## config.mk

```make
export PLATFORM = sky130hd
export DESIGN_NAME = buyruk_hizalama_kuyrugu
export DESIGN_NICKNAME = d
export VERILOG_FILES = /design/src/rtl/buyruk_hizalama_kuyrugu.sv
export SDC_FILE = /design/constraint.sdc
export NUM_CORES = 1
export LEC_CHECK = 0
export CORE_MARGIN = 2
export CORE_UTILIZATION = 51
export DETAILED_ROUTE_END_ITERATION = 6
export GPL_TIMING_DRIVEN = 0
export HOLD_SLACK_MARGIN = 0.15
export PLACE_DENSITY = 0.78
export REMOVE_ABC_BUFFERS = 1
export SLEW_MARGIN = 20
export SYNTH_ARGS = -nofsm -noshare
export SYNTH_HDL_FRONTEND = slang
export SYNTH_SLANG_ARGS = --single-unit
```

## constraint.sdc

```tcl
create_clock -name clk_i -period 4.2 [get_ports clk_i]
set_clock_uncertainty 0.05 [all_clocks]
set_input_delay 0.84 -clock clk_i [delete_from_list [all_inputs] [get_ports clk_i]]
set_output_delay 0.84 -clock clk_i [all_outputs]
set_load 0.01 [all_outputs]
```

## src/rtl/buyruk_hizalama_kuyrugu.sv

```systemverilog
// Fetch-side instruction queue: stores 16-bit parcels in a circular buffer and
// presents aligned RV32IC instructions (16- or 32-bit) with their PC to the decoder.
module buyruk_hizalama_kuyrugu #(
  parameter int unsigned FETCH_W  = 32,
  parameter int unsigned DERINLIK = 8,
  parameter int unsigned PS_W     = 32
) (
  input  logic                        clk_i,
  input  logic                        rst_i,
  input  logic                        getir_gecerli_i,
  output logic                        getir_hazir_o,
  input  logic [FETCH_W-1:0]          getir_veri_i,
  input  logic [PS_W-1:0]             getir_ps_i,
  input  logic                        temizle_i,
  output logic                        buyruk_gecerli_o,
  input  logic                        buyruk_hazir_i,
  output logic [31:0]                 buyruk_o,
  output logic [PS_W-1:0]             buyruk_ps_o,
  output logic                        buyruk_sikistirilmis_o,
  output logic [$clog2(DERINLIK):0]   doluluk_o
);

  localparam int unsigned P     = FETCH_W / 16;
  localparam int unsigned OFF_W = $clog2(FETCH_W / 8);
  localparam int unsigned K_W   = OFF_W - 1;
  localparam int unsigned PTR_W = $clog2(DERINLIK);
  localparam int unsigned CNT_W = PTR_W + 1;

  logic [15:0]      mem [DERINLIK];
  logic [PTR_W-1:0] rd_ptr_q, rd_ptr_d;
  logic [PTR_W-1:0] wr_ptr_q, wr_ptr_d;
  logic [CNT_W-1:0] count_q, count_d;
  logic [PS_W-1:0]  head_ps_q, head_ps_d;
  logic             ps_bilinmiyor_q, ps_bilinmiyor_d;

  logic [K_W-1:0]   k;
  logic             kabul;
  logic             cikis;
  logic             sik;
  logic             bas_hazir;
  logic [CNT_W-1:0] eklenen;
  logic [CNT_W-1:0] tuketilen;
  logic [15:0]      bas;
  logic [15:0]      bas_ust;
  logic [PS_W-1:0]  hizali_ps;

  assign k             = getir_ps_i[OFF_W-1:1];
  assign getir_hazir_o = (CNT_W'(DERINLIK) - count_q) >= CNT_W'(P);
  assign kabul         = getir_gecerli_i & getir_hazir_o & ~temizle_i;
  assign doluluk_o     = count_q;

  // Head decode straight from registered storage; a flush hides the head.
  assign bas       = mem[rd_ptr_q];
  assign bas_ust   = mem[rd_ptr_q + PTR_W'(1)];
  assign sik       = (bas[1:0] != 2'b11);
  assign bas_hazir = ~temizle_i & (sik ? (count_q >= CNT_W'(1)) : (count_q >= CNT_W'(2)));
  assign cikis     = bas_hazir & buyruk_hazir_i;

  // PC of the first kept parcel: word-aligned fetch address plus the parcel offset.
  assign hizali_ps = (getir_ps_i & ~PS_W'(FETCH_W / 8 - 1)) + PS_W'({k, 1'b0});

  // Parcel storage: parcels below the offset are dropped, the rest packed in order.
  always_ff @(posedge clk_i) begin
    if (kabul) begin
      for (int unsigned i = 0; i < P; i++) begin
        if (K_W'(i) >= k) begin
          mem[wr_ptr_q + PTR_W'(i) - PTR_W'(k)] <= getir_veri_i[16*i +: 16];
        end
      end
    end
  end

  // Next-state for pointers, count and head PC.
  always_comb begin
    eklenen         = '0;
    tuketilen       = '0;
    rd_ptr_d        = rd_ptr_q;
    wr_ptr_d        = wr_ptr_q;
    count_d         = count_q;
    head_ps_d       = head_ps_q;
    ps_bilinmiyor_d = ps_bilinmiyor_q;

    if (kabul) begin
      eklenen = CNT_W'(P) - CNT_W'(k);
    end
    if (cikis) begin
      tuketilen = sik ? CNT_W'(1) : CNT_W'(2);
    end

    rd_ptr_d  = rd_ptr_q + PTR_W'(tuketilen);
    wr_ptr_d  = wr_ptr_q + PTR_W'(eklenen);
    count_d   = count_q + eklenen - tuketilen;
    head_ps_d = head_ps_q + PS_W'({tuketilen, 1'b0});

    // Count is zero whenever the PC is unknown, so no dequeue competes here.
    if (kabul && ps_bilinmiyor_q) begin
      head_ps_d       = hizali_ps;
      ps_bilinmiyor_d = 1'b0;
    end

    if (temizle_i) begin
      rd_ptr_d        = '0;
      wr_ptr_d        = '0;
      count_d         = '0;
      ps_bilinmiyor_d = 1'b1;
    end
  end

  always_ff @(posedge clk_i) begin
    if (rst_i) begin
      rd_ptr_q        <= '0;
      wr_ptr_q        <= '0;
      count_q         <= '0;
      head_ps_q       <= '0;
      ps_bilinmiyor_q <= 1'b1;
    end else begin
      rd_ptr_q        <= rd_ptr_d;
      wr_ptr_q        <= wr_ptr_d;
      count_q         <= count_d;
      head_ps_q       <= head_ps_d;
      ps_bilinmiyor_q <= ps_bilinmiyor_d;
    end
  end

  // Decoder-side outputs are zero whenever no instruction is presented.
  always_comb begin
    buyruk_gecerli_o       = bas_hazir;
    buyruk_o               = '0;
    buyruk_ps_o            = '0;
    buyruk_sikistirilmis_o = 1'b0;
    if (bas_hazir) begin
      buyruk_ps_o            = head_ps_q;
      buyruk_sikistirilmis_o = sik;
      buyruk_o               = sik ? {16'h0000, bas} : {bas_ust, bas};
    end
  end

endmodule

```

==> run_results.csv <==
group,metric,value,unit
run_status,outcome,"finished, final reports clean",
finish,layout-area-overhead-vs-synth,25.6,%
global_route,number_of_antenna_violations_at_the_first_check_in_global_routing,1,
clock_network,clock_latency,0.44,ns
logic_synthesis,ys_dominant_reg_cell,"sky130_fd_sc_hd__edfxtp_1",
global_route,grt_pass1_wl,44600,um
timing,fin_ws,0.0496,ns
clock_network,clkTransAtPathRegs,0.07,ns
power_and_ir_drop,ir_drop,0.305,mV
finish,stdcell_area,13000,sq um
placement,portBuffers,137,
logic_synthesis,ys_seq_elements,170,
finish,drive_above_1_share,31.0,%
power_and_ir_drop,power_density,344,nW/um^2
floorplanning,die_height,146,um
timing,max-slew-margin-rel,29.7,%
worst_setup_path,criticalPathCategory,"reg2out",
clock_network,cts_htree_levels,4,
logic_synthesis,synth_area_per_cell,12.9,sq um
finish,fin_nets,1034,
worst_setup_path,endpoint_class_of_the_critical_path,"output port",
timing,final.min_clock_period,4.15,ns
floorplanning,core_area,20000,sq um
power_and_ir_drop,static-leakage-power,4.38,nW
placement,hpwl,18000,um
drt,firstDrtPassIters,5,
logic_synthesis,async_reset_ff_share,0,%
finish,most_frequent_standard_cell_in_the_layout_excluding_fill_and_tap_cells,"sky130_fd_sc_hd__clkdlybuf4s50_1",
drt,detailroute.via_count,7498,
floorplanning,start_util,51.6,%
timing,layout_worst_path_cycle_share,98.8,%
logic_synthesis,synthesis.instances,804,
clock_network,post_cts_hold_buffer_count,0,
hold_path,min_path_type,"reg2reg",
clock_network,cts-root-to-sink-buffers,2,
timing,endpoints_failing_setup,0,
drt,final_antenna_net_count,0,
drt,remaining_drc_errors,0,
logic_synthesis,synth_enable_flop_cells,128,
timing,maxClockFrequency,0.241,GHz
global_route,overflow,0,
worst_setup_path,crit_path_max_fanout,7,
global_route,grt.total_usage,27.4,%
logic_synthesis,post_synth_instance_area,10300,sq um
power_and_ir_drop,p_total,4.47,mW
worst_setup_path,worstPathArrival,3.26,ns
placement,place_worst_setup_slack,-1.21,ns
placement,globalplace.congestion,0.816,
worst_setup_path,required,3.31,ns
floorplanning,boundaryPins,140,
clock_network,cts_buffers,17,
global_route,grt_max_degree,37,
finish,layout_common_cells,"sky130_fd_sc_hd__clkdlybuf4s50_1 (131), sky130_fd_sc_hd__mux2_2 (130), sky130_fd_sc_hd__edfxtp_1 (128)",
logic_synthesis,ys_seq_area_share,45.3,%
timing,slew_viol_final,0,
clock_network,cts.sinks,170,
drt,finalWirelength,28900,um
drt,dr_vias_cell,6.11,
logic_synthesis,synth-warning-count,0,
timing,hold_viol_final,0,
placement,post_dp_cell_area,12100,sq um
logic_synthesis,netlist-cell-type-count,48,
floorplanning,width_of_the_chip,146,um
clock_network,cts_tree,"built",
clock_network,cts-root-buf,"sky130_fd_sc_hd__clkbuf_16",
worst_setup_path,cp-start-kind,"register",
floorplanning,std_cell_rows,52,
run,cap_violations,0,
global_route,first_global_vias,7653,
worst_setup_path,worst-r2r-setup-slack,0.15,ns
drt,route.detailed.wl_per_inst,23.5,um
drt,drtIter0Drc,626,
timing,worst-slew-pin-transition,1.04,ns
floorplanning,dieArea,21400,sq um
==> cell usage after synthesis (all sizes together) (5+ instances only) <==
cell | instances | share of area (%)
nor4 | 6 | 0.36
nand3 | 20 | 1.1
dfxtp | 42 | 8.1
xor2 | 16 | 1.4
edfxtp | 128 | 37
nand2 | 59 | 2.2
buf | 30 | 1.7
a21oi | 25 | 1.2
a211oi | 24 | 1.7
nand4 | 5 | 0.30
mux2 | 130 | 14
and3 | 7 | 0.42
xnor2 | 26 | 2.2
o31ai | 5 | 0.36
mux2i | 16 | 1.5
ha | 20 | 2.4
nor3 | 6 | 0.51
inv | 15 | 0.54
or3 | 5 | 0.30
clkbuf | 22 | 0.81
a22o | 6 | 0.51
nor2 | 61 | 2.4
mux4 | 64 | 14
and2 | 35 | 2.1
==> metal layers <==
metal | share of wire [%] | GRT usage (%) | vias up
li1 | - | - | 3374
met3 | 7.8 | 5.50 | 58
met2 | 51 | 46.5 | 360
met5 | 0 | 0 | -
met1 | 39 | 35.1 | 3706
met4 | 2.2 | 10.5 | 0
==> power by group <==
part / internal (mW) / switching [mW]
Sequential: 1.90 / 0.0704
Combinational: 0.468 / 0.471
Clock: 0.796 / 0.766
Total: 3.16 / 1.31
==> flip-flops by register name (all words and copies together) (netlist names) <==
name and cells:
ps_bilinmiyor_q 1, mem 128, doluluk_o 4, wr_ptr_q 3, rd_ptr_q 3, head_ps_q 31
==> metrics by stage <==
stage / TNS [ns] / util, % / hold slack [ns] / std cells
after floorplan: -115.82 / - / 0.381 / 752
after global placement: -437.82 / 58.8 / 0.390 / 1159
after detailed placement: -94.16 / 60.2 / 0.425 / 1174
after CTS: -0.000280 / 64.3 / 0.436 / 1221
after global routing: -0.0175 / 64.8 / 0.462 / 1227
final: 0 / 64.8 / 0.446 / 1227
==> final timing paths <==
kind / startpoint / to / cells past startpoint
worst min register to register: ps_bilinmiyor_q$_SDFFE_PP1P_ / ps_bilinmiyor_q$_SDFFE_PP1P_ / 2
worst min-delay path: ps_bilinmiyor_q$_SDFFE_PP1P_ / ps_bilinmiyor_q$_SDFFE_PP1P_ / 2
worst max-delay path: rd_ptr_q[0]$_SDFF_PP0_ / buyruk_o[7] / 8
worst max register to register: rd_ptr_q[0]$_SDFF_PP0_ / head_ps_q[28]$_SDFF_PP0_ / 13
==> layout make-up <==
type	count	area, sq um
fill	1532	7060
multi-input combinational	568	5530
sequential	170	4690
timing repair buffer	168	1760
clock buffer	18	429
tap	270	338
clock inverter	14	150
inverter	15	60.1
timing repair inverter	3	22.5
antenna	1	2.50
==> kinds of logic after synthesis <==
| group | after synthesis | share of synthesized area (%) |
|---|---|---|
| AND/OR/NAND/NOR | 216 | 10.5 |
| multiplexers | 210 | 29.7 |
| flip-flops | 170 | 45.3 |
| AO/OA/AOI/OAI | 76 | 5.07 |
| buffers and inverters | 67 | 3.04 |
| XOR/XNOR | 42 | 3.56 |
| adder cells (fa/ha/maj) | 22 | 2.81 |
| other | 1 | 0.0363 |
==> what timing repair did <==
item,in CTS,in global routing
endpoints found under the setup margin,120,52
pin swaps,3,1
gates resized for setup,17,14
buffers inserted,10,4
gates cloned,5,1
endpoints found under the hold margin,0,0
==> critical path, cell delays in order (launching register included) <==
cell,delay (ns)
sky130_fd_sc_hd__dfxtp_4,0.41
sky130_fd_sc_hd__buf_16,0.14
sky130_fd_sc_hd__mux4_2,0.54
sky130_fd_sc_hd__mux2i_4,0.29
sky130_fd_sc_hd__o41ai_4,0.16
sky130_fd_sc_hd__a21o_4,0.32
sky130_fd_sc_hd__buf_4,0.21
sky130_fd_sc_hd__nor2_1,0.18
sky130_fd_sc_hd__clkdlybuf4s50_1,0.56
No activity file was read; power rests on OpenSTA's default activity.
